`config.mk`:
```
export PLATFORM = sky130hd
export DESIGN_NAME = x25519_operand_loader_flat
export DESIGN_NICKNAME = d
export VERILOG_FILES = /design/src/rtl/x25519_operand_loader_if.sv /design/src/rtl/x25519_operand_loader.sv /design/src/flat_wrapper.sv
export SDC_FILE = /design/constraint.sdc
export NUM_CORES = 2
export LEC_CHECK = 0
export CAP_MARGIN = 20
export CORE_ASPECT_RATIO = 1.75
export CORE_MARGIN = 3
export CORE_UTILIZATION = 49
export DETAILED_ROUTE_END_ITERATION = 6
export GPL_TIMING_DRIVEN = 0
export PLACE_DENSITY = 0.76
export SLEW_MARGIN = 0
export SYNTH_ARGS = -nofsm -noshare
export SYNTH_HDL_FRONTEND = slang
export SYNTH_SLANG_ARGS = --single-unit
```
`constraint.sdc`:
```
create_clock -name clk -period 2.3 [get_ports clk]
set_input_delay 0.345 -clock clk [delete_from_list [all_inputs] [get_ports clk]]
set_output_delay 0.345 -clock clk [all_outputs]
set_load 0.02 [all_outputs]
```
`src/rtl/x25519_operand_loader_if.sv`:
```
// Byte-stream and multiplier handshake bundle between the operand loader and its neighbours.
// The loader takes the slave side; the byte source / multiplier side takes the master side.
interface x25519_operand_loader_if;
  logic         in_valid;
  logic [7:0]   in_data;
  logic         in_ready;
  logic [254:0] k;
  logic [254:0] x_p;
  logic         mult_rst;
  logic         mult_done;
  logic         busy;

  modport master (
    output in_valid, in_data, mult_done,
    input  in_ready, k, x_p, mult_rst, busy
  );

  modport slave (
    input  in_valid, in_data, mult_done,
    output in_ready, k, x_p, mult_rst, busy
  );
endinterface

```
`src/rtl/x25519_operand_loader.sv`:
```
// Collects a 64-byte scalar/u stream, clamps the scalar, reduces u mod 2^255-19,
// and sequences the multiplier reset around each operation.
//
// state  | meaning
// LOAD_K | accepting scalar bytes 0..31
// LOAD_U | accepting u bytes 32..63
// PREP   | register clamped k and reduced x_p
// HOLD   | keep multiplier in reset for HOLD_CYCLES cycles
// RUN    | multiplier running, wait for mult_done
module x25519_operand_loader #(
  parameter int unsigned HOLD_CYCLES = 2
) (
  input logic                    clk,
  input logic                    rst,
  x25519_operand_loader_if.slave bus
);

  typedef enum logic [2:0] {
    LOAD_K = 3'd0,
    LOAD_U = 3'd1,
    PREP   = 3'd2,
    HOLD   = 3'd3,
    RUN    = 3'd4
  } state_t;

  localparam logic [3:0]   HOLD_LOAD  = 4'(HOLD_CYCLES - 1);
  localparam logic [255:0] P_MOD      = {1'b0, {247{1'b1}}, 8'hED};
  localparam logic [255:0] LOW255     = {1'b0, {255{1'b1}}};
  localparam logic [255:0] CLAMP_AND  = {2'b01, {251{1'b1}}, 3'b000};
  localparam logic [255:0] CLAMP_OR   = {2'b01, 254'd0};

  state_t       state;
  state_t       state_next;
  logic [5:0]   byte_cnt;
  logic [3:0]   hold_cnt;
  logic [255:0] scalar_buf;
  logic [255:0] u_buf;
  logic [254:0] k_q;
  logic [254:0] x_p_q;
  logic         busy_q;
  logic         ready;
  logic         mult_rst_c;
  logic         accept;
  logic         hold_tc;
  logic [255:0] u_diff;
  logic [254:0] k_next;
  logic [254:0] x_p_next;

  assign accept  = bus.in_valid && ready;
  assign hold_tc = (hold_cnt == 4'd0);

  // Single 256-bit subtract: a borrow into bit 255 means u' < p and u' is kept as is.
  assign u_diff   = (u_buf & LOW255) - P_MOD;
  assign x_p_next = u_diff[255] ? 255'(u_buf) : u_diff[254:0];
  assign k_next   = 255'((scalar_buf & CLAMP_AND) | CLAMP_OR);

  always_ff @(posedge clk) begin
    if (rst) begin
      state <= LOAD_K;
    end else begin
      state <= state_next;
    end
  end

  always_comb begin
    state_next = state;
    unique case (state)
      LOAD_K:  if (accept && byte_cnt == 6'd31) state_next = LOAD_U;
      LOAD_U:  if (accept && byte_cnt == 6'd63) state_next = PREP;
      PREP:    state_next = HOLD;
      HOLD:    if (hold_tc) state_next = RUN;
      RUN:     if (bus.mult_done) state_next = LOAD_K;
      default: state_next = LOAD_K;
    endcase
  end

  always_comb begin
    ready      = 1'b0;
    mult_rst_c = 1'b1;
    unique case (state)
      LOAD_K:  ready = !rst;
      LOAD_U:  ready = !rst;
      PREP:    ready = 1'b0;
      HOLD:    ready = 1'b0;
      RUN:     mult_rst_c = rst;
      default: ready = 1'b0;
    endcase
  end

  always_ff @(posedge clk) begin
    if (rst) begin
      byte_cnt   <= 6'd0;
      hold_cnt   <= 4'd0;
      scalar_buf <= '0;
      u_buf      <= '0;
      k_q        <= '0;
      x_p_q      <= '0;
      busy_q     <= 1'b0;
    end else begin
      if (accept) begin
        byte_cnt <= byte_cnt + 6'd1;
        busy_q   <= 1'b1;
        // Shifting in at the top leaves byte 0 in bits 7:0 after 32 bytes.
        if (state == LOAD_K) begin
          scalar_buf <= {bus.in_data, scalar_buf[255:8]};
        end else begin
          u_buf <= {bus.in_data, u_buf[255:8]};
        end
      end
      if (state == PREP) begin
        k_q      <= k_next;
        x_p_q    <= x_p_next;
        hold_cnt <= HOLD_LOAD;
      end
      if (state == HOLD && !hold_tc) begin
        hold_cnt <= hold_cnt - 4'd1;
      end
      if (state == RUN && bus.mult_done) begin
        busy_q   <= 1'b0;
        byte_cnt <= 6'd0;
      end
    end
  end

  assign bus.in_ready = ready;
  assign bus.mult_rst = mult_rst_c;
  assign bus.k        = k_q;
  assign bus.x_p      = x_p_q;
  assign bus.busy     = busy_q;

endmodule

```
`src/flat_wrapper.sv`:
```
// flat-port wrapper written by rule: the top's interface ports become plain ports
module x25519_operand_loader_flat 
#(
  parameter int unsigned HOLD_CYCLES = 2
)
  (clk, rst, bus_in_valid, bus_in_data, bus_mult_done, bus_in_ready, bus_k, bus_x_p, bus_mult_rst, bus_busy);
  x25519_operand_loader_if bus_i ();
  input logic clk;
  input logic rst;
  input wire logic [$bits(bus_i.in_valid)-1:0] bus_in_valid;
  input wire logic [$bits(bus_i.in_data)-1:0] bus_in_data;
  input wire logic [$bits(bus_i.mult_done)-1:0] bus_mult_done;
  output wire logic [$bits(bus_i.in_ready)-1:0] bus_in_ready;
  output wire logic [$bits(bus_i.k)-1:0] bus_k;
  output wire logic [$bits(bus_i.x_p)-1:0] bus_x_p;
  output wire logic [$bits(bus_i.mult_rst)-1:0] bus_mult_rst;
  output wire logic [$bits(bus_i.busy)-1:0] bus_busy;
  assign bus_i.in_valid = bus_in_valid;
  assign bus_i.in_data = bus_in_data;
  assign bus_i.mult_done = bus_mult_done;
  assign bus_in_ready = bus_i.in_ready;
  assign bus_k = bus_i.k;
  assign bus_x_p = bus_i.x_p;
  assign bus_mult_rst = bus_i.mult_rst;
  assign bus_busy = bus_i.busy;
  x25519_operand_loader #(.HOLD_CYCLES(HOLD_CYCLES)) u_core (.clk(clk), .rst(rst), .bus(bus_i));
endmodule
```
==> metrics.txt <==
r2r setup slk -0.43 ns; Yosys top cell by area dfxtp_1; worst relative slew slack 32.5%; Placed Cells 6187; first-pass GRT wire length 187 mm; fillers 6406; 1st-iter DRT viols 2313; largest net degree at the start of global routing 17; WP data arrival 3.22 ns; crit path capture type flip-flop; ranking of synthesized cells by area dfxtp_1 (55%), nand2_1 (18%), a21oi_1 (12%); outcome finished with violations; Clock Sinks 1030; kind of critical path reg -> reg; VDD IR max 0.654 mV; end of the worst hold path u_core.u_buf[255]$_SDFFE_PP0P_; endpoints failing hold 0; leakage 15.9 nW; Buffers on Ports 520; period utilization 119%; Row Count 133; area of the core 0.0752 mm2; f_max 366 MHz; Hold WS 0.307 ns; Setup Skew 0.0175 ns; clock power share 45.2%; die width 214 um; DR vias 34600; Power Internal 0.0265 W; Reg power frac 52.7%; Primary FF master, synth dfxtp_1; Clock Path Buffers 3; DP HPWL 89.5 mm; H-tree depth 3; max-cap violations 0; layout cells sized above 1 10.6%; drt first pass iters 5; hold depth 3; power consumption 0.0339 W; Startpoint Class flip-flop; Slew @ Worst Pin 1.01 ns; PD cells 697 mW/mm2; EDFF count, synth 0; synth unique cells 46; mux cell area share after synthesis 0.0269%; Critical R2R Launch u_core.u_buf[151]$_SDFFE_PP0P_; Routed WL per cell 19.1 um; top cell type's share of synthesized area 55.4%; commonest non-fill, non-tap cell in the layout nand2_1; gate count after technology mapping 4649; YS warnings 0; gr usage total 29.5%; Min-Delay Path Class in -> reg; RSZ-0062 raised after global routing true; Adder-Cell Fraction of Synth Area 0.101%; fin worst setup slack -0.430 ns; worst-case reg-to-reg path depth 8; post-synthesis compound-gate area fraction 17.1%; post-layout min period 2.73 ns; initial antenna violation count 2; XOR/XNOR share of the synthesized area 0.165%; most frequent cells in the layout nand2_1 (1782), dfxtp_1 (980), a21oi_1 (879); DR vias/cell 5.41; Combinational Power Share 2.1%; Initial Utilization 49.5%; WP data required 2.79 ns; remaining antenna violation count 0; post-synthesis simple-gate area fraction 22.8%; Die Y 371 um; worst-path maximum fanout 7; main combinational cell family by area after synthesis simple AND/OR/NAND/NOR gates; clock latency reported for the late side of the worst-skew pair 0.66 ns; CTS tree done; Slew Limit Fails 0; violations in the final reports setup timing; cts bufs inserted 89; Avg Cell Area, Syn 8.01 um2; Async SR Flop Fraction 0%; Worst R2R End u_core.bus.x_p[251]$_SDFFE_PP0N_; GRT overflow 0; Layout Nets 5329; final WL 122 mm; Placement Setup Slack -1.09 ns; final setup violation count 249; Clock Tree Root clkbuf_16; post-synthesis sequential area ratio 55.4%; Worst-path clk slew 0.06 ns; Finished Layout Cells 6391; switching share of power 21.7%; Hold Crit Start bus_in_data[7]; DIE AREA 0.0794 mm2; RePlAce Congestion 0.936; I/O pin cnt 525; flops & latches, synth 1030; P_sw 0.00735 W; P&R area growth vs syn 30.6%; vias in the first global route 33500; DRC Markers 0; Cell Area, Synth 0.0372 mm2
power by group through the flow:
| stage | clock network [W] | logic (W) | registers [W] |
|---|---|---|---|
| floorplan | 0 | 0.000446 | 0.0183 |
| global placement | 0 | 0.000687 | 0.0183 |
| detailed placement | 0 | 0.000695 | 0.0183 |
| CTS | 0.0155 | 0.000705 | 0.0178 |
| global route | 0.0162 | 0.000779 | 0.0178 |
| finish | 0.0153 | 0.000717 | 0.0178 |
worst max-delay path: stages, from the launching register on:
cell       delay, ns
dfxtp_1         0.41
nand4_1         0.28
nor4_2          0.28
nand2_1         0.19
or4_4           0.63
buf_12          0.19
clkbuf_16       0.15
o211ai_1        0.32
a21oi_1         0.11
worst max-delay path by stage:
stage | from | endpoint | slack [ns] | cells past startpoint
2_1_floorplan | u_core.u_buf[25]$_SDFFE_PP0P_ | u_core.bus.x_p[181]$_SDFFE_PP0N_ | 0.07 | 9
3_3_place_gp | u_core.state[1]$_SDFFE_PP0P_ | u_core.bus.x_p[158]$_SDFFE_PP0N_ | -1.44 | 8
3_5_place_dp | u_core.state[1]$_SDFFE_PP0P_ | u_core.bus.x_p[146]$_SDFFE_PP0N_ | -1.09 | 8
4_1_cts | u_core.u_buf[174]$_SDFFE_PP0P_ | u_core.bus.x_p[251]$_SDFFE_PP0N_ | -0.36 | 8
5_1_grt | u_core.u_buf[181]$_SDFFE_PP0P_ | u_core.bus.x_p[17]$_SDFFE_PP0N_ | -0.45 | 9
6_report | u_core.u_buf[151]$_SDFFE_PP0P_ | u_core.bus.x_p[251]$_SDFFE_PP0N_ | -0.43 | 8
logic make-up (layout without fill, tap and decap cells):
kind of cell    Yosys count  after routing
buf+inv                 395           1122
compound gates         1158           1158
mux                       1              1
other cells               1              4
simple gates           2054           2054
fa+ha+maj                 3              3
flops                  1030           1030
xor+xnor                  7              7
what timing repair did:
action	4_1_cts	5_1_grt
pin swaps	279	107
hold buffers	0	0
setup endpoints to repair	1016	863
resized for setup	338	249
gates cloned	19	2
endpoints found under the hold margin	0	0
setup buffers	24	14
per-layer routing:
layer,wire (um),GRT usage (%)
met5,26,0
met4,6380,15.0
met3,10100,8.28
met2,60200,52.2
met1,45400,32.4
cells in the mapped netlist, types with 3 or more instances:
cell type / number
a21oi_1: 889
and3_1: 4
buf_1: 10
buf_2: 51
buf_4: 4
buf_6: 6
clkbuf_1: 307
clkbuf_2: 11
dfxtp_1: 1030
ha_1: 3
inv_1: 6
nand2_1: 1784
nand3_1: 4
nand3b_1: 128
nand4_1: 67
nor2_1: 27
nor3_1: 8
nor3b_1: 3
nor4_1: 13
o211ai_1: 87
o211ai_2: 40
o21a_1: 3
o21ai_0: 123
o21ai_1: 3
or3_1: 3
xnor2_1: 3
xor2_1: 4
area by class of cell:
class	count	area, um2	share of cell area, %
Inverter	6	22.5	0.0463
Tap cell	1012	1270	2.61
Antenna cell	1	2.50	0.00515
Timing Repair Buffer	578	5960	12.3
Sequential cell	1030	20700	42.6
Buffer	383	2000	4.12
Clock buffer	124	2500	5.15
Clock inverter	31	415	0.855
Multi-Input combinational cell	3226	15700	32.4
metrics by stage:
stage,cell area (um2),setup TNS [ns],util [%]
finish,48600,-54.20,64.6
global placement,43700,-777.58,58.1
floorplan,37200,0,-
detailed placement,43800,-728.42,58.2
global route,48600,-74.70,64.6
CTS,48000,-64.09,63.8
sequential cells by signal, summed over array words and instances (netlist names):
signal / cells
u_core.u_buf: 256
u_core.bus.x_p: 255
u_core.scalar_buf: 253
u_core.bus.k: 252
u_core.byte_cnt: 6
u_core.hold_cnt: 4
u_core.state: 3
u_core.bus.busy: 1
No activity file was read; power rests on OpenSTA's default activity.
